==> src/rtl/branch_pkg.sv <==
// Shared condition-code and flag-index definitions for the branch unit.
package branch_pkg;

  typedef logic [3:0] cond_t;

  localparam cond_t COND_GT    = 4'b0000;
  localparam cond_t COND_LT    = 4'b0001;
  localparam cond_t COND_EQ    = 4'b0010;
  localparam cond_t COND_NE    = 4'b0011;
  localparam cond_t COND_Z     = 4'b0100;
  localparam cond_t COND_GE    = 4'b0101;
  localparam cond_t COND_LE    = 4'b0110;
  localparam cond_t COND_FLAG  = 4'b0111;
  localparam cond_t COND_NZ    = 4'b1100;
  localparam cond_t COND_NFLAG = 4'b1111;

  localparam int FLAG_EQ = 0;
  localparam int FLAG_LT = 1;
  localparam int FLAG_GT = 2;
  localparam int FLAG_Z  = 3;

endpackage

==> src/rtl/branch_cond_eval.sv <==
// Combinational compare/select: produces the next jump decision
// and the next flags value from the operands and condition code.
module branch_cond_eval
  import branch_pkg::*;
#(
  parameter int WIDTH = 16
) (
  input  logic [WIDTH-1:0] rd_i,
  input  logic [WIDTH-1:0] rs_i,
  input  logic [WIDTH-1:0] n_i,
  input  cond_t            cond_i,
  input  logic             sgn_i,
  input  logic [1:0]       idx_i,
  input  logic [3:0]       flags_i,
  output logic             jump_o,
  output logic [3:0]       flags_o
);

  logic [WIDTH-1:0] b;
  logic signed [WIDTH:0] a_x, b_x;
  logic eq, lt, gt, z, fsel;

  // One extra bit lets a single signed compare serve both modes
  assign b   = cond_i[3] ? n_i : rs_i;
  assign a_x = $signed({sgn_i & rd_i[WIDTH-1], rd_i});
  assign b_x = $signed({sgn_i & b[WIDTH-1], b});

  assign eq   = (rd_i == b);
  assign lt   = (a_x < b_x);
  assign gt   = (a_x > b_x);
  assign z    = (rd_i == '0);
  assign fsel = flags_i[idx_i];

  always_comb begin
    jump_o = 1'b0;
    unique case (cond_i[2:0])
      3'b000: jump_o = gt;
      3'b001: jump_o = lt;
      3'b010: jump_o = eq;
      3'b011: jump_o = ~eq;
      3'b100: jump_o = cond_i[3] ? ~z : z;
      3'b101: jump_o = ~lt;
      3'b110: jump_o = ~gt;
      3'b111: jump_o = cond_i[3] ? ~fsel : fsel;
      default: jump_o = 1'b0;
    endcase
  end

  always_comb begin
    flags_o = flags_i;
    if (cond_i[2:0] != 3'b111)
      flags_o = {z, gt, lt, eq};
  end

endmodule

==> src/rtl/branch_unit.sv <==
// Registered branch-condition unit with flags register.
// Define BRANCH_SIGNED_EN to honour instruction[5] as signed-compare.
module branch_unit
  import branch_pkg::*;
#(
  parameter int WIDTH   = 16,
  parameter int INSTR_W = 16
) (
  input  logic               clk,
  input  logic               rst,
  input  logic               in_valid,
  input  logic               hold,
  input  logic               flush,
  input  logic [WIDTH-1:0]   rddata,
  input  logic [WIDTH-1:0]   rsdata,
  input  logic [WIDTH-1:0]   N,
  input  logic [INSTR_W-1:0] instruction,
  output logic               out_valid,
  output logic               jump,
  output logic [3:0]         flags
);

  cond_t      cond;
  logic       sgn;
  logic       jump_next;
  logic [3:0] flags_next;
  logic       valid_d, valid_q;
  logic       jump_d, jump_q;
  logic [3:0] flags_d, flags_q;

  assign cond = {instruction[11], instruction[4:2]};

`ifdef BRANCH_SIGNED_EN
  assign sgn = instruction[5];
`else
  assign sgn = 1'b0;
`endif

  branch_cond_eval #(.WIDTH(WIDTH)) u_eval (
    .rd_i    (rddata),
    .rs_i    (rsdata),
    .n_i     (N),
    .cond_i  (cond),
    .sgn_i   (sgn),
    .idx_i   (instruction[1:0]),
    .flags_i (flags_q),
    .jump_o  (jump_next),
    .flags_o (flags_next)
  );

  always_comb begin
    valid_d = valid_q;
    jump_d  = jump_q;
    flags_d = flags_q;
    if (flush) begin
      valid_d = 1'b0;
      jump_d  = 1'b0;
    end else if (!hold) begin
      valid_d = in_valid;
      jump_d  = in_valid & jump_next;
      if (in_valid)
        flags_d = flags_next;
    end
  end

  always_ff @(posedge clk) begin
    if (rst) begin
      valid_q <= 1'b0;
      jump_q  <= 1'b0;
      flags_q <= 4'b0000;
    end else begin
      valid_q <= valid_d;
      jump_q  <= jump_d;
      flags_q <= flags_d;
    end
  end

  assign out_valid = valid_q;
  assign jump      = jump_q & valid_q;
  assign flags     = flags_q;

endmodule

==> config.mk <==
export PLATFORM = sky130hd
export DESIGN_NAME = branch_unit
export DESIGN_NICKNAME = d
export VERILOG_FILES = /design/src/rtl/branch_pkg.sv /design/src/rtl/branch_cond_eval.sv /design/src/rtl/branch_unit.sv
export SDC_FILE = /design/constraint.sdc
export NUM_CORES = 1
export LEC_CHECK = 0
export BUFFER_PORTS_ARGS = -buffer_cell sky130_fd_sc_hd__buf_2
export CORE_MARGIN = 5
export CORE_UTILIZATION = 30
export DETAILED_ROUTE_END_ITERATION = 10
export PLACE_DENSITY = 0.59
export SYNTH_ARGS = -nofsm -noshare
export SYNTH_HDL_FRONTEND = slang
export SYNTH_HIERARCHICAL = 1
export SYNTH_SLANG_ARGS = --single-unit
==> constraint.sdc <==
create_clock -name clk -period 3.8 [get_ports clk]
set_clock_uncertainty 0.15 [all_clocks]
set_input_delay 0.57 -clock clk [delete_from_list [all_inputs] [get_ports clk]]
set_output_delay 0.57 -clock clk [all_outputs]
set_load 0.03 [all_outputs]
==> flow_results.org <==
** Status
- Result of the run :: complete, no violations

** Clock tree
- Clock latency of the later-clocked register in the worst-skew pair :: 0.22 ns
- Total CTS buffers :: 3
- Post-CTS repair timing setup buffer count :: 0
- In this run the number of H-tree levels came out at 1.
- CTS placed an instance of sky130_fd_sc_hd__clkbuf_8 at the clock tree root.
- Buffer levels on the longest clock path :: 2
- Clock tree synthesis found a total of 6 sinks.
- TritonCTS built the clock tree.
- In this run, post-CTS hold repair placed 0 buffers.
- Clock-pin slew was measured on the worst setup and hold paths at 0.04 ns.
- Cts repair resizes :: 0

** Die
- Horizontal die dimension :: 73.7 um
- From bottom edge to top edge, the die measures around 74 um.
- Cell Rows :: 23
- For this design the top-level I/O count stands at 75.
- Initial core utilization :: 0.307
- The die covers 0.00544 mm^2.
- Core footprint :: about 0.0040 mm^2

** Flow run
- The tool flagged a number of max-cap violations equal to 0.

** Synthesis
- Top cells by area, synth :: sky130_fd_sc_hd__ha_1, sky130_fd_sc_hd__mux2i_1, sky130_fd_sc_hd__dfxtp_1
- Synthesis handed over a netlist of 140 instances.
- Count of flip-flops with a built-in enable after synthesis :: 0
- In this run the mean area of a mapped cell was 8.70 um^2.
- The most used flip-flop cell after synthesis is sky130_fd_sc_hd__dfxtp_1.
- Counting flops with an async set or reset pin after synthesis yields a share of 0.
- Synthesized cell area :: 0.00122 mm^2
- Library cells used by synthesis :: 44
- Summed over all instances, the cell type with the most area after synthesis is sky130_fd_sc_hd__ha_1.
- Of the post-synthesis cell area, the dominant cell type holds 0.195.
- For this run, the register share of the synthesized area comes to 0.0986.
- Counting flops and latches in the post-synthesis netlist gives 6.
- Yosys warnings :: 6

** Finish
- Excluding fillers, the count of instances in the completed layout stands at 252.
- Share of the core filled with cells in the final layout :: 0.405
- Leading cell types in the layout, fill and taps excluded :: sky130_fd_sc_hd__buf_2, sky130_fd_sc_hd__mux2i_1, sky130_fd_sc_hd__ha_1, sky130_fd_sc_hd__nand2b_1, sky130_fd_sc_hd__nor2_1
- Seq. cell area :: around 120 um^2
- # nets final :: 292
- Combined area of the multi-input logic cells :: 0.00104 mm^2
- From synthesis to final layout, the design area changed by 32.0%.
- Of the cells placed in the final design, the portion with a size suffix greater than 1 is 0.401.
- The library cell used most frequently in the layout, excluding fill and tap cells, is sky130_fd_sc_hd__buf_2.
- Number of filler cells placed in the layout :: a little over 400
- 0 antenna diodes ended up in the layout.

** STA
- The worst path needs 3.14 ns of the cycle, external delays included.
- Hold Violations, Final :: 0
- Setup total negative slack on the finished layout was measured at 0 ns.
- Derived from the worst setup path, the maximum achievable clock frequency is 319 MHz.
- Final-report max-slew violation count :: 0
- Number of setup violations in the final report :: 0
- Final period util :: 0.825
- Setup repair after global routing left no endpoint under its margin.

** Critical path
- CP endpoint kind :: flop
- Highest cell delay on the worst timing path :: 0.36 ns
- By startpoint and endpoint, the worst setup path is classified as input pin to flop.
- Along the worst path, the maximum fanout reaches 14.
- Library cell contributing the largest single delay on the critical path :: sky130_fd_sc_hd__a221oi_2
- Worst setup SP type :: input pin
- Walking the worst path, the cells encountered are buf_2 -> buf_12 -> mux2i_1 -> ha_1 -> a21oi_1 -> o21ai_0 -> a221oi_2 -> o211a_2 -> mux2i_1 -> o2111ai_1 -> o2bb2ai_1 -> nand3b_1 -> a211oi_1.
- Data on the critical path is required at its endpoint by 3.79 ns.
- Arrival time worst endpoint :: ~3.1 ns
- Crit path top cell by count :: sky130_fd_sc_hd__mux2i_1
- The critical path starts at instruction[11].
- Register-to-register setup slack :: between 1.5 and 2 ns
- The worst register-to-register path begins at flags[3].

** Hold path
- Hold Crit Class :: flop to flop
- In this run the most critical hold path is launched from jump_q.

** Global route
- Overall global routing resource usage :: 0.115
- Vias in the first global route :: 1,195
- The first global-routing pass estimated 5.06 mm of wire.
- The number of antenna violations at the first check in global routing came to 0.
- Entering global routing, the biggest net connects 15 pins.
- Total congestion overflow after global routing :: 0

** Place
- Buffers placed on the I/O ports in this run total 64.
- Routability congestion estimate from global placement :: 0.767
- The number of placed instances, taps included, is 249.
- Summed over all nets, the half-perimeter wirelength after detailed placement is 2.76 mm.

** Power
- For this design the static power due to leakage is roughly 0.8 nW.
- Overall power after layout :: 0.316 mW
- Peak ir drop on the vdd network :: 50.1 uV
- Power density over cell area :: 197 mW/mm^2

** Drt
- The routed layout has about 1,200 vias.
- Antenna Violating Nets Remaining :: 0
- Dividing the detail-routed wire length by the instance count gives 12.0 um.
- In the routed layout, each cell is associated on average with a via count of 4.88.
- Detailed router's first-iteration violation count :: 19
- Total wire length :: slightly above 3 mm
- For this run, design rule violations remaining after detail routing come to 0.
- The first TritonRoute pass finished after 4 iterations.
## area by class of cell
| cell class | instances | area share |
|---|---|---|
| Sequential cell | 6 | 0.0747 |
| Tap cell | 50 | 0.0389 |
| Inverter | 1 | 0.00233 |
| Timing Repair Buffer | 65 | 0.212 |
| Clock buffer | 3 | 0.0257 |
| Multi-Input combinational cell | 127 | 0.647 |
## metal layers
metal	track usage	wire length, um
met5	0	0
met4	0.0302	16
met3	0.0219	312
met2	0.189	1330
met1	0.152	1380
## critical path: cells and delay by family
family	cells	cell delay [ns]
compound gates	7	1.53
fa+ha+maj	1	0.26
buf+inv	2	0.34
mux	2	0.33
simple gates	1	0.09
## synth_stat cells (2+ instances only)
cell,number
sky130_fd_sc_hd__mux2i_1,22
sky130_fd_sc_hd__o21ai_0,3
sky130_fd_sc_hd__dfxtp_1,6
sky130_fd_sc_hd__nor3_1,3
sky130_fd_sc_hd__o211a_2,2
sky130_fd_sc_hd__ha_1,19
sky130_fd_sc_hd__and3_1,3
sky130_fd_sc_hd__nor4_1,4
sky130_fd_sc_hd__clkbuf_1,2
sky130_fd_sc_hd__nand2_1,7
sky130_fd_sc_hd__a21o_1,2
sky130_fd_sc_hd__nor2_1,8
sky130_fd_sc_hd__nand2b_1,9
sky130_fd_sc_hd__a211oi_1,2
sky130_fd_sc_hd__nand3_1,6
sky130_fd_sc_hd__and2_1,3
sky130_fd_sc_hd__nand4_1,3
sky130_fd_sc_hd__buf_6,4
sky130_fd_sc_hd__a21oi_1,7
## kinds of logic (layout without fill, tap and decap cells)
logic type      Yosys count  after routing  share of synthesized area
compound gates           25             25                      0.153
xor+xnor                  2              2                     0.0144
fa+ha+maj                19             19                      0.195
buf+inv                   8             69                     0.0503
flops                     6              6                     0.0986
mux                      24             24                      0.208
other cells               1              2                    0.00308
simple gates             55             55                      0.277
## registers in the layout, summed over array words and instances (netlist names)
name / count
jump_q: 1
out_valid: 1
flags: 4
## worst paths after layout
| path | cells after the start | end |
|---|---|---|
| hold / removal | 2 | jump_q |
| hold reg to reg | 2 | jump_q |
| setup / recovery | 13 | jump_q |
| setup reg to reg | 7 | jump_q |
## stage by stage
| stage | hold WS [ns] | setup WS (ns) | cell area, um^2 |
|---|---|---|---|
| floorplan | 0.286 | 0.439 | 1220 |
| global placement | 0.309 | 0.453 | 1570 |
| detailed placement | 0.313 | 0.431 | 1570 |
| CTS | 0.319 | 0.647 | 1610 |
| global route | 0.366 | 0.337 | 1610 |
| finish | 0.315 | 0.664 | 1610 |
## where the power goes
group	total (mW)	internal, mW	switching [mW]	leakage, nW
clock	0.0939	0.0679	0.0260	0.0216
combinational	0.156	0.0784	0.0774	0.729
sequential	0.0667	0.0653	0.00143	0.0486
total	0.316	0.212	0.105	0.799
Power figures use the tool's default switching activity.
